`src/rtl/jtag_shift_out_ctrl.sv`:
```
// Read-side sequencer for the JTAG shift-out FIFO: prefetches one word ahead and
// serialises {data, flag} LSB-first onto tdo during a shift-DR session.
module jtag_shift_out_ctrl #(
  parameter int c_DATA_WIDTH = 32,
  parameter int c_CNT_WIDTH  = 16
) (
  input  logic                    clk,
  input  logic                    rst,
  input  logic                    enable,
  input  logic                    capture,
  input  logic                    shift_en,
  input  logic                    update,
  output logic                    tdo,
  output logic                    busy,
  output logic                    rd_en,
  input  logic [c_DATA_WIDTH-1:0] rd_data,
  input  logic                    rd_empty,
  output logic [c_CNT_WIDTH-1:0]  word_cnt,
  output logic [c_CNT_WIDTH-1:0]  underflow_cnt,
  output logic                    drop
);

  localparam int               IDX_W    = $clog2(c_DATA_WIDTH + 1);
  localparam logic [IDX_W-1:0] LAST_IDX = IDX_W'(c_DATA_WIDTH);

  typedef enum logic {IDLE, SHIFT} state_t;

  state_t                  state;
  logic [c_DATA_WIDTH-1:0] nxt;
  logic                    nxt_vld;
  logic                    pend;
  logic [c_DATA_WIDTH:0]   slot;
  logic                    slot_vld;
  logic [IDX_W-1:0]        bit_idx;

  logic issue;
  logic do_update;
  logic do_capture;
  logic do_shift;
  logic boundary;
  logic do_load;

  function automatic logic [c_CNT_WIDTH-1:0] sat_inc(input logic [c_CNT_WIDTH-1:0] v);
    return (&v) ? v : v + 1'b1;
  endfunction

  // Event decode: update outranks capture, capture outranks shift_en.
  always_comb begin
    issue      = enable & ~nxt_vld & ~pend & ~rd_empty & ~rst;
    do_update  = (state == SHIFT) & update;
    do_capture = capture & ~update;
    do_shift   = (state == SHIFT) & shift_en & ~update & ~capture;
    boundary   = do_shift & (bit_idx == LAST_IDX);
    do_load    = do_capture | boundary;
  end

  // The FIFO has no output register, so rd_en must be combinational to keep
  // the one-cycle read latency and never fire against a stale empty flag.
  assign rd_en = issue;

  always_ff @(posedge clk) begin
    if (rst) begin
      state         <= IDLE;
      nxt_vld       <= 1'b0;
      pend          <= 1'b0;
      slot          <= '0;
      slot_vld      <= 1'b0;
      bit_idx       <= '0;
      tdo           <= 1'b0;
      busy          <= 1'b0;
      word_cnt      <= '0;
      underflow_cnt <= '0;
      drop          <= 1'b0;
    end else begin
      drop <= 1'b0;
      // pend and nxt_vld are never both set, so a word landing here can never
      // collide with the consume below; it simply waits for the next slot.
      if (pend) begin
        nxt     <= rd_data;
        nxt_vld <= 1'b1;
      end else if (do_load) begin
        nxt_vld <= 1'b0;
      end
      pend <= issue;

      if (do_update) begin
        state    <= IDLE;
        busy     <= 1'b0;
        tdo      <= 1'b0;
        drop     <= slot_vld;
        slot_vld <= 1'b0;
      end else if (do_load) begin
        if (boundary && slot_vld)
          word_cnt <= sat_inc(word_cnt);
        if (!nxt_vld)
          underflow_cnt <= sat_inc(underflow_cnt);
        // slot_vld means "real word not yet counted", so it doubles as the drop test.
        drop     <= do_capture & slot_vld;
        slot     <= nxt_vld ? {nxt, 1'b1} : '0;
        slot_vld <= nxt_vld;
        tdo      <= nxt_vld;
        bit_idx  <= '0;
        state    <= SHIFT;
        busy     <= 1'b1;
      end else if (do_shift) begin
        slot    <= slot >> 1;
        tdo     <= slot[1];
        bit_idx <= bit_idx + 1'b1;
      end
    end
  end

endmodule

```
`config.mk`:
```
export PLATFORM = sky130hd
export DESIGN_NAME = jtag_shift_out_ctrl
export DESIGN_NICKNAME = d
export VERILOG_FILES = /design/src/rtl/jtag_shift_out_ctrl.sv
export SDC_FILE = /design/constraint.sdc
export NUM_CORES = 1
export LEC_CHECK = 0
export ABC_CLOCK_PERIOD_IN_PS = 2780
export BUFFER_PORTS_ARGS = -buffer_cell sky130_fd_sc_hd__buf_2
export CAP_MARGIN = 0
export CORE_MARGIN = 3
export CORE_UTILIZATION = 56
export DETAILED_ROUTE_END_ITERATION = 8
export PLACE_DENSITY_LB_ADDON = 0.2
export SYNTH_ARGS = -nofsm -noshare
export SYNTH_HDL_FRONTEND = slang
export SYNTH_SLANG_ARGS = --single-unit
```
`constraint.sdc`:
```
create_clock -name clk -period 2.78 [get_ports clk]
set_input_delay 0.139 -clock clk [delete_from_list [all_inputs] [get_ports clk]]
set_output_delay 0.139 -clock clk [all_outputs]
set_load 0.1 [all_outputs]
```
==> results.json <==
{
  "fill_cells": 613,
  "rows": 32,
  "diodes": 0,
  "fin_tns_setup_ps": 0,
  "die-area_um2": 9339,
  "wl_per_cell_um": 14.49,
  "synth_mux_area_share_pct": 1.115,
  "io-pin-count": 75,
  "most-common-layout-cells": "75 x dfxtp_1, 74 x buf_2, 66 x nor2_1",
  "multiInputGateArea_um2": 1986,
  "clkSinkCount": 108,
  "ys_seq_area_share_pct": 53.96,
  "cts_max_level": 3,
  "setup_viol": 0,
  "finalCritPeriodShare_pct": 77.28,
  "nNetsFinal": 601,
  "yosys.area_share.simple_pct": 25.13,
  "fmax_ghz": 0.4655,
  "syn2layout_area_growth_pct": 21.81,
  "finalHoldViolCount": 0,
  "firstDrtPassIters": 4,
  "cp.arrival_ps": 2420,
  "cts_buffer_depth": 2,
  "syn_nets": 507,
  "clkPwrFrac_pct": 33.3,
  "crit_chain": "inv_1 -> ha_1 -> nor4b_4 -> nand4b_2 -> nor4_1 -> xnor2_1 -> nor2_1",
  "synthArstFlopShare_pct": 0,
  "crit_slowest_cell": "nor4_1",
  "ys_warn_count": 0,
  "p_switching_w": 0.0007180,
  "grtUsageTotal_pct": 21.17,
  "viasPerCell": 5.579,
  "cts_tree": "done",
  "wirelength_um": 9639,
  "powerDensity_nw_per_um2": 524.9,
  "seqPwrFrac_pct": 57.9,
  "gp_congestion": 0.8747,
  "cp_max_fo": 16,
  "hold_ws_ps": 95.29,
  "relSlewSlack_pct": 31.92,
  "criticalPathCategory": "flop to flop",
  "vias": 3710,
  "internal_power_w": 0.002224,
  "numCtsBuffers": 9,
  "rsz0062_at_grt": "false",
  "yosysUniqueCellTypes": 46,
  "maxCapViolations": 0,
  "worst_slew_pin_slew_ps": 1021,
  "yosys.area_share.adder_pct": 1.088,
  "grt_pass1_wl_um": 16650,
  "hpwl_um": 5937,
  "synth_xor_area_share_pct": 5.711,
  "die_width_um": 96.64,
  "path_clk_slew_ps": 100,
  "synth-edff-count": 32,
  "drc": 0,
  "synth_top_family_by_area": "simple AND/OR/NAND/NOR gates",
  "period_needed_ps": 2148,
  "clock_latency_ps": 370,
  "first_iter_violations": 193,
  "seq_area_um2": 2484,
  "clockRootBuffer": "clkbuf_8",
  "irDropWorstVdd_v": 0.0003212,
  "worstSetupStartpointType": "flop",
  "port_buffers": 74,
  "core_area_um2": 7848,
  "outcome": "completed",
  "final_common_cell": "dfxtp_1",
  "hold_path_class": "input port to flop",
  "power.leakage_nw": 2.004,
  "worst_clock_skew_ps": 8.240,
  "grt_pass1_vias": 3582,
  "grt_max_degree": 53,
  "required_ps": 3050,
  "critPathMaxStageDelay_ps": 460,
  "drive_above_1_share_pct": 20.07,
  "avgSynthCellArea_um2": 9.915,
  "synth_seq_cells": 108,
  "netlist_area_um2": 4601,
  "die_h_um": 96.64,
  "ys.flop_type": "dfxtp_1",
  "pwr-share-comb_pct": 8.8,
  "grt_overflow": 0,
  "slew_viol_final": 0,
  "switching_share_pct": 24.41,
  "antenna_found_initial": 0,
  "synth_compound_area_share_pct": 9.600,
  "synthCells": 464,
  "start_util_pct": 58.63,
  "crit_path_end_kind": "flop",
  "ant_nets": 0,
  "final_core_util_pct": 71.41
}
-- through the flow --
| step | setup slack (ps) | total power, W | area, um^2 | std cells |
|---|---|---|---|---|
| after floorplan | 208.9 | 0.001887 | 4607 | 464 |
| after global placement | 756.8 | 0.001950 | 5066 | 616 |
| after detailed placement | 708.5 | 0.001958 | 5066 | 616 |
| after CTS | 619.6 | 0.002958 | 5604 | 665 |
| after global routing | 507.1 | 0.003072 | 5604 | 665 |
| final | 631.7 | 0.002942 | 5604 | 665 |
-- final timing paths --
check | startpoint | to | slack, ps | cells past startpoint
hold reg to reg | slot[32] | slot[31] | 480 | 2
setup / recovery | bit_idx[0] | word_cnt[12] | 630 | 7
hold / removal | update | drop | 100 | 3
setup reg to reg | bit_idx[0] | word_cnt[12] | 630 | 7
-- Yosys cell counts, types with 2 or more instances --
cell	number	area (um^2)
nor4_2	6	75.07
and4_1	4	35.03
clkbuf_1	25	93.84
nor3_1	15	75.07
nor2_1	67	251.5
a31oi_1	2	12.51
ha_1	4	50.05
xor2_1	2	17.52
mux2i_1	4	40.04
nand2_1	44	165.2
inv_1	7	26.28
nand3_1	44	220.2
dfxtp_1	76	1521
and3_1	4	25.02
edfxtp_1	32	960.9
nor4b_1	3	26.28
nand2b_1	3	18.77
a21oi_1	5	25.02
nor2b_1	3	18.77
xnor2_1	28	245.2
buf_2	5	25.02
a311oi_1	31	271.5
a211oi_1	6	45.04
nand4_1	11	68.82
nor4_1	12	75.07
-- what timing repair did --
action / in CTS / in global routing
setup buffers: 0 / 0
hold buffers: 33 / 0
endpoints found under the hold margin: 33 / 0
resized for setup: 0 / 0
-- power by group through the flow --
stage | clock network, W | registers [W] | logic (W)
floorplan | 0 | 0.00175 | 0.000136
global placement | 0 | 0.00174 | 0.000214
detailed placement | 0 | 0.00174 | 0.000221
CTS | 0.00100 | 0.00170 | 0.000256
global route | 0.00108 | 0.00171 | 0.000286
finish | 0.000980 | 0.00170 | 0.000259
-- sequential cells by signal, summed over array words and instances, names as in the netlist --
| register | flops |
|---|---|
| slot_vld | 1 |
| pend | 1 |
| drop | 1 |
| nxt_vld | 1 |
| tdo | 1 |
| slot | 32 |
| nxt | 32 |
| bit_idx | 6 |
| word_cnt | 16 |
| underflow_cnt | 16 |
| state | 1 |
-- cells by family after synthesis --
family	count (synthesis)
AO/OA/AOI/OAI	54
XOR/XNOR	30
buffers and inverters	39
flip-flops	108
adder cells (fa/ha/maj)	4
AND/OR/NAND/NOR	224
multiplexers	5
-- critical path: cells and delay by family, from the launching register on --
family	cells	cell delay, ps
buf+inv	1	60
xor+xnor	1	180
flops	1	350
simple gates	4	1300
fa+ha+maj	1	150
-- routing by layer --
layer	vias up	global-route usage (%)	wire, um
met2	102	35.77	4787
met3	13	3.389	406
met4	0	7.775	175
li1	1876	-	-
met5	-	0	0
met1	1719	27.45	4270
-- final cells by class --
type | instances | share of cell area [%]
Sequential cell | 108 | 44.32
Multi-Input combinational cell | 317 | 35.43
Timing Repair Buffer | 115 | 13.80
Clock buffer | 10 | 2.456
Tap cell | 102 | 2.277
Clock inverter | 6 | 1.250
Inverter | 7 | 0.4689
Note: power is estimated with default switching activity, not from simulation.
